==> src/rtl/sdram_copy_sequencer.sv <==
// Avalon-MM burst copy engine for the FPGA-side SDRAM controller.
// Reads up to BURST words into a local buffer, writes them back to the
// destination, repeats until the requested length is copied, and keeps a
// running 32-bit sum of every word read.
module sdram_copy_sequencer #(
  parameter int ADDR_W = 32,
  parameter int DATA_W = 16,
  parameter int BURST  = 8,
  parameter int LEN_W  = 16
) (
  input  logic                  clk,
  input  logic                  reset,
  input  logic                  start,
  input  logic [ADDR_W-1:0]     src_addr,
  input  logic [ADDR_W-1:0]     dst_addr,
  input  logic [LEN_W-1:0]      len,
  output logic                  busy,
  output logic                  done,
  output logic [31:0]           checksum,
  output logic [ADDR_W-1:0]     avm_address,
  output logic [6:0]            avm_burstcount,
  output logic                  avm_read,
  output logic                  avm_write,
  output logic [DATA_W-1:0]     avm_writedata,
  output logic [DATA_W/8-1:0]   avm_byteenable,
  input  logic [DATA_W-1:0]     avm_readdata,
  input  logic                  avm_readdatavalid,
  input  logic                  avm_waitrequest
);

  localparam int BYTES = DATA_W / 8;
  localparam int IDX_W = (BURST > 1) ? $clog2(BURST) : 1;

  typedef enum logic [2:0] {IDLE, RD_CMD, RD_DATA, WR_BURST, DONE} state_t;

  state_t              state, state_nxt;
  logic                start_q;
  logic                start_edge;
  logic [ADDR_W-1:0]   rd_ptr, wr_ptr;
  logic [ADDR_W-1:0]   step;
  logic [LEN_W-1:0]    remaining;
  logic [LEN_W-1:0]    rem_next;
  logic [6:0]          beats;
  logic [6:0]          beat_idx;
  logic                rd_beat, wr_beat, last_beat;
  logic [DATA_W-1:0]   buffer [BURST];

  // Size of the next burst: a full BURST unless fewer words remain.
  function automatic logic [6:0] burst_beats(input logic [LEN_W-1:0] rem);
    if (rem >= LEN_W'(BURST)) return 7'(BURST);
    else                      return 7'(rem);
  endfunction

  assign start_edge     = start & ~start_q;
  assign rd_beat        = (state == RD_DATA) & avm_readdatavalid;
  assign wr_beat        = (state == WR_BURST) & ~avm_waitrequest;
  assign last_beat      = (beat_idx == beats - 7'd1);
  assign step           = ADDR_W'(beats) * ADDR_W'(BYTES);
  assign rem_next       = remaining - LEN_W'(beats);
  assign avm_byteenable = '1;

  // State register; reset aborts a copy at once.
  always_ff @(posedge clk or posedge reset) begin
    if (reset) state <= IDLE;
    else       state <= state_nxt;
  end

  // Next-state decode and bus outputs, decoded purely from state so that
  // an asynchronous reset drops read/write without waiting for a clock.
  always_comb begin
    state_nxt      = state;
    avm_read       = 1'b0;
    avm_write      = 1'b0;
    avm_address    = '0;
    avm_burstcount = '0;
    avm_writedata  = '0;
    case (state)
      IDLE: begin
        if (start_edge) state_nxt = (len == '0) ? DONE : RD_CMD;
      end
      RD_CMD: begin
        avm_read       = 1'b1;
        avm_address    = rd_ptr;
        avm_burstcount = beats;
        if (!avm_waitrequest) state_nxt = RD_DATA;
      end
      RD_DATA: begin
        if (rd_beat && last_beat) state_nxt = WR_BURST;
      end
      WR_BURST: begin
        avm_write      = 1'b1;
        avm_address    = wr_ptr;
        avm_burstcount = beats;
        avm_writedata  = buffer[beat_idx[IDX_W-1:0]];
        if (wr_beat && last_beat) state_nxt = (rem_next == '0) ? DONE : RD_CMD;
      end
      DONE: begin
        state_nxt = IDLE;
      end
      default: state_nxt = IDLE;
    endcase
  end

  // Working registers: pointers, counts, status flags and checksum.
  always_ff @(posedge clk or posedge reset) begin
    if (reset) begin
      start_q   <= 1'b0;
      busy      <= 1'b0;
      done      <= 1'b0;
      checksum  <= '0;
      rd_ptr    <= '0;
      wr_ptr    <= '0;
      remaining <= '0;
      beats     <= '0;
      beat_idx  <= '0;
    end else begin
      start_q <= start;
      case (state)
        IDLE: begin
          if (start_edge) begin
            rd_ptr    <= src_addr;
            wr_ptr    <= dst_addr;
            remaining <= len;
            beats     <= burst_beats(len);
            beat_idx  <= '0;
            done      <= 1'b0;
            checksum  <= '0;
            busy      <= 1'b1;
          end
        end
        RD_DATA: begin
          if (rd_beat) begin
            checksum <= checksum + 32'(avm_readdata);
            beat_idx <= last_beat ? 7'd0 : beat_idx + 7'd1;
          end
        end
        WR_BURST: begin
          if (wr_beat) begin
            if (last_beat) begin
              beat_idx  <= '0;
              rd_ptr    <= rd_ptr + step;
              wr_ptr    <= wr_ptr + step;
              remaining <= rem_next;
              beats     <= burst_beats(rem_next);
            end else begin
              beat_idx <= beat_idx + 7'd1;
            end
          end
        end
        DONE: begin
          done <= 1'b1;
          busy <= 1'b0;
        end
        default: ;
      endcase
    end
  end

  // Burst buffer: data only, never reset.
  always_ff @(posedge clk) begin
    if (rd_beat) buffer[beat_idx[IDX_W-1:0]] <= avm_readdata;
  end

endmodule

==> config.mk <==
export PLATFORM = sky130hd
export DESIGN_NAME = sdram_copy_sequencer
export DESIGN_NICKNAME = d
export VERILOG_FILES = /design/src/rtl/sdram_copy_sequencer.sv
export SDC_FILE = /design/constraint.sdc
export NUM_CORES = 1
export LEC_CHECK = 0
export CAP_MARGIN = 20
export CORE_MARGIN = 2
export CORE_UTILIZATION = 55
export DETAILED_ROUTE_END_ITERATION = 16
export GPL_ROUTABILITY_DRIVEN = 0
export PLACE_DENSITY = 0.8
export SETUP_SLACK_MARGIN = 0.4
export SYNTH_ARGS = -nofsm -noshare
export SYNTH_HDL_FRONTEND = slang
export SYNTH_SLANG_ARGS = --single-unit
==> constraint.sdc <==
create_clock -name clk -period 8.05 [get_ports clk]
set_clock_uncertainty 0.05 [all_clocks]
set_input_delay 2.0125 -clock clk [delete_from_list [all_inputs] [get_ports clk]]
set_output_delay 2.0125 -clock clk [all_outputs]
set_load 0.005 [all_outputs]
; ---- Yosys cells after proc, flatten, opt, wreduce, memory -nomap -nowiden
; Memories as Yosys holds them, arrays and structs flattened.
; Cells that the tools add are included.
[word_totals]
reg_bits = 132
mem_bits_rw = 128
input_bits = 101
output_inout_bits = 93
word_cells = 95
mem_count = 1
[classes]
n_lt_le_gt_ge = 2
mux = 44
n_eq_ne = 12
n_reduce_logical = 15
bitwise = 5
n_addsub = 6
[mem_list]
columns = name, depth, word_bits, rd, rd_clocked_by_memory_dff, write_ports, line_no
row1 = buffer, 8, 16, 1, 0, 1, 46  ; logic [DATA_W-1:0] buffer [BURST];
[op_table]
columns = op, count
row1 = 32-bit 2-to-1 mux, 8
row2 = 32-bit case mux with 2 select lines, 4
row3 = 7-bit 2-to-1 mux, 10
row4 = 32-bit by 8-bit adder with 32-bit output, 2
row5 = 16-bit 2-to-1 mux, 4
row6 = 32-bit by 16-bit adder with 32-bit output, 1
row7 = "16-bit by 4-bit greater-or-equal comparator with 1-bit output, second input constant", 2
row8 = 16-bit zero test, 2
row9 = 16-bit case mux with 2 select lines, 1
row10 = 7-bit case mux with 3 select lines, 1
row11 = 3-bit 2-to-1 mux, 6
row12 = 16-bit by 7-bit subtractor with 16-bit output, 1
row13 = 7-bit case mux with 2 select lines, 1
row14 = 3-bit case mux with 4 select lines, 1
row15 = 4-bit AND reduction, 3
row16 = "2-bit inequality test, second input constant", 5
row17 = "7-bit by 1-bit adder with 7-bit output, second input constant", 1
row18 = 7-bit == test, 1
row19 = "7-bit by 1-bit subtractor with 7-bit output, second input constant", 1
row20 = "3-bit by 2-bit == test with 1-bit output, second input constant", 2
row21 = 1-bit 2-to-1 mux, 6
row22 = 2-bit nonzero test, 3
row23 = "2-bit by 1-bit inequality test with 1-bit output, second input constant", 2
row24 = 1-bit case mux with 2 select lines, 2
row25 = 10 further kinds, 14

; ---- Depth between registers and ports, before layout
[depth]
depth_word = 6
depth_mapped = 12

; ---- Worst setup path before layout
; No wires, ideal clock.
[synth_timing]
kind = in2reg
startpoint = in avm_readdatavalid
endpoint = mem buffer[3][0], enable pin
required_ns = 7.591
stages = 4
t_arrival_ns = 3.779
setup_ns = 0.409
path_slack_ns = 3.812
path_cell_list = nand4_1 clkbuf_1 clkbuf_1 nor3_1
[synth_between]
elab_chain_len = 3
[synth_rtl]
columns = item, line_no
row1 = from (decl), 27  ; input logic avm_readdatavalid,
row2 = 1-bit bitwise AND, 55  ; assign rd_beat = (state == RD_DATA) & avm_readdatavalid;
row3 = 1-bit 2-to-1 mux, 161  ; if (rd_beat) buffer[beat_idx[IDX_W-1:0]] <= avm_readdata;
row4 = 1-bit 2-to-1 mux (not written as such), 161
row5 = to (decl), 46
; Every way passes these cells.

; ---- Worst setup path after layout
[layout_timing]
startpoint = reg beat_idx[2]
endpoint = out avm_writedata[14]
[layout_between]
elab_chain_len = 2
[layout_rtl]
columns = item, line_no
row1 = from (decl), 44  ; logic [6:0] beat_idx;
row2 = from (signal assigned), 134  ; beat_idx <= last_beat ? 7'd0 : beat_idx + 7'd1;
row3 = from (signal assigned), 146  ; beat_idx <= beat_idx + 7'd1;
row4 = memory 8 x 16 bit, --
row5 = 16-bit 2-to-1 mux, 77  ; case (state)
row6 = to (decl), 24  ; output logic [DATA_W-1:0] avm_writedata,
; Every way passes these cells.

==> impl_metrics.json <==
{
  "status": "finished clean",
  "dp.cells": 1824,
  "finalInstanceArea_mm2": 0.0172,
  "fin_nets": 1670,
  "synth.area.top_cells": "edfxtp_1 27%, dfrtp_1 23%, a21oi_1 4.3%",
  "ys_types": 87,
  "ys_seq_area_share_pct": 50.8,
  "cts_tree": "done",
  "fin_cells": 1875,
  "place_area_mm2": 0.0162,
  "ys_async_sr_fraction_pct": 50.8,
  "drcViolationCount": 0,
  "required_ns": 5.99,
  "grt_pass1_wl_mm": 62.1,
  "dr_total_vias": 12000,
  "fp.dieH_um": 164,
  "yosysWarnings": 0,
  "power.total_mw": 3.54,
  "ys_seq_elements": 260,
  "core_mm2": 0.0251,
  "port_buffers": 191,
  "pin_count": 194,
  "period_minus_slack_ns": 5.54,
  "vias_per_cell": 6.38,
  "rsz0062_at_grt": "false",
  "routedWlPerCell_um": 21.3,
  "p_leak_nw": 6.94,
  "clockBufferDepth": 3,
  "syn_inst": 1373,
  "first_global_vias": 11500,
  "relSlewSlack_pct": 26.6,
  "drt_first_pass_iters": 5,
  "setup_viol": 0,
  "setup_ws_ns": 2.51,
  "clk_pin_slew_ns": 0.06,
  "fin_setup_tns_ns": 0,
  "finalWirelength_mm": 39.9,
  "timing.hold.ws_ns": 0.440,
  "synthDominantCellAreaShare_pct": 27.3,
  "dp_hpwl_mm": 26.1,
  "die-area_mm2": 0.0269,
  "syn_to_final_growth_pct": 21.9,
  "fillCellCount": 1899,
  "clock.fmax_mhz": 181,
  "grt.total_usage_pct": 29.5,
  "grt_remaining_overflow": 0,
  "final_layout_size_suffix_gt1_share_pct": 6.21,
  "numCtsBuffers": 27,
  "num_rows": 58,
  "cts_resized": 0,
  "synth_most_common_cell": "dfrtp_1",
  "fin_crit_sh_pct": 68.8,
  "grt_max_degree": 121,
  "cts_sinks": 260,
  "die_w_um": 164,
  "antenna_cells": 0,
  "critPathCaptureType": "primary output",
  "cp_max_fo": 19,
  "path_class": "register to primary output",
  "cp.arrival_ns": 3.48,
  "finalHoldViolations": 0,
  "ir_worst_vdd_mv": 0.235,
  "syn_avg_cell_area_um2": 10.2,
  "postRouteAntennaNets": 0,
  "drv_cap": 0,
  "synth_edf_count": 128,
  "tightestPinTransition_ns": 1.10,
  "cts_hold_buf": 0,
  "synthTopCellsByCount": "132 x dfrtp_1, 128 x edfxtp_1, 122 x a21oi_1, 122 x nor2_1, 115 x nand2_1",
  "yosys.area.top_type": "edfxtp_1",
  "root_buffer": "clkbuf_16",
  "start_util_pct": 56.0,
  "antenna_found_initial": 0,
  "synth-main-ff-cell": "dfrtp_1",
  "synthesis.area_mm2": 0.0141,
  "post_cts_buffers": 0,
  "drv_slew": 0,
  "worstSetupStartpointType": "register",
  "drt-initial-drc-count": 1122,
  "power.density_mw_per_mm2": 206,
  "hp-class": "register to register",
  "h-tree-depth": 1,
  "worstSkewPairLatency_ns": 0.56,
  "post-place-ws_ns": 2.45,
  "final_core_util_pct": 68.3
}
-- path summary, 6_finish.rpt --
path / from / endpoint / slack, ns / cells after the start
max: beat_idx[2] / avm_writedata[14] / 2.51 / 4
min: remaining[2] / remaining[2] / 0.44 / 2
max reg2reg: state[0] / wr_ptr[8] / 3.71 / 9
min reg2reg: remaining[2] / remaining[2] / 0.44 / 2
max in group asynchronous: reset / state[1] / 4.67 / 3
min in group asynchronous: reset / checksum[21] / 1.87 / 2
-- state kept, by name, indices dropped and copies added, names as in the netlist --
signal	cells
state	3
wr_ptr	32
beat_idx	7
start_q	1
beats	7
rd_ptr	32
remaining	16
done	1
buffer	128
busy	1
checksum	32
-- layout make-up --
type,instances,area [um^2],area share [%]
Tap cell,330,413,2.41
Timing Repair Buffer,209,2090,12.2
Inverter,37,145,0.846
Sequential cell,260,7150,41.7
Multi-Input combinational cell,991,6440,37.6
Clock buffer,37,753,4.39
Clock inverter,11,154,0.897
-- power breakdown --
group | total (mW) | switching (mW) | internal [mW]
clock | 1.29 | 0.531 | 0.754
combinational | 0.736 | 0.366 | 0.370
sequential | 1.52 | 0.0755 | 1.44
total | 3.54 | 0.972 | 2.56
-- layout by cell type (no fill, tap or decap), types with 15 or more instances in the layout --
cell | netlist | final
clkbuf_16 | 0 | 27
nor3_1 | 18 | 15
xor2_1 | 17 | 17
xnor2_1 | 29 | 29
o22ai_1 | 28 | 28
nand2_1 | 115 | 115
dfrtp_1 | 132 | 131
or3_1 | 15 | 15
o21ai_0 | 82 | 82
and3_1 | 19 | 19
buf_4 | 5 | 15
a21oi_1 | 122 | 122
a22o_1 | 20 | 20
edfxtp_1 | 128 | 128
a22oi_1 | 37 | 37
a221oi_1 | 18 | 18
ha_1 | 39 | 39
inv_1 | 37 | 35
nor2_1 | 122 | 119
mux2i_1 | 36 | 36
nand3_1 | 36 | 36
clkdlybuf4s50_1 | 0 | 191
a31oi_1 | 33 | 33
a211oi_1 | 16 | 16
-- layer usage --
| layer | vias to the layer above | part of all wire (%) | track usage, % | wire [um] |
|---|---|---|---|---|
| met1 | 5766 | 41 | 40.3 | 16300 |
| met5 | - | 0 | 0 | 0 |
| met4 | 0 | 3.2 | 11.1 | 1290 |
| li1 | 5483 | - | - | - |
| met2 | 612 | 47 | 48.1 | 18800 |
| met3 | 96 | 8.8 | 4.12 | 3510 |
-- critical path, stage by stage, from the launching register on --
cell and delay (ns):
dfrtp_1 0.71, and3_1 0.93, a221oi_1 0.25, a31oi_1 0.44, clkdlybuf4s50_1 0.59
-- cells by family (layout without fill, tap and decap cells) --
kind of cell,Yosys count,count (layout),synth area share (%)
compound gates,454,454,21.4
simple gates,409,409,14.5
flops,260,260,50.8
buf+inv,123,294,3.75
xor+xnor,46,46,2.86
fa+ha+maj,43,43,4.04
mux,37,37,2.64
other cells,1,2,0.0267
No activity file was read; power rests on OpenSTA's default activity.
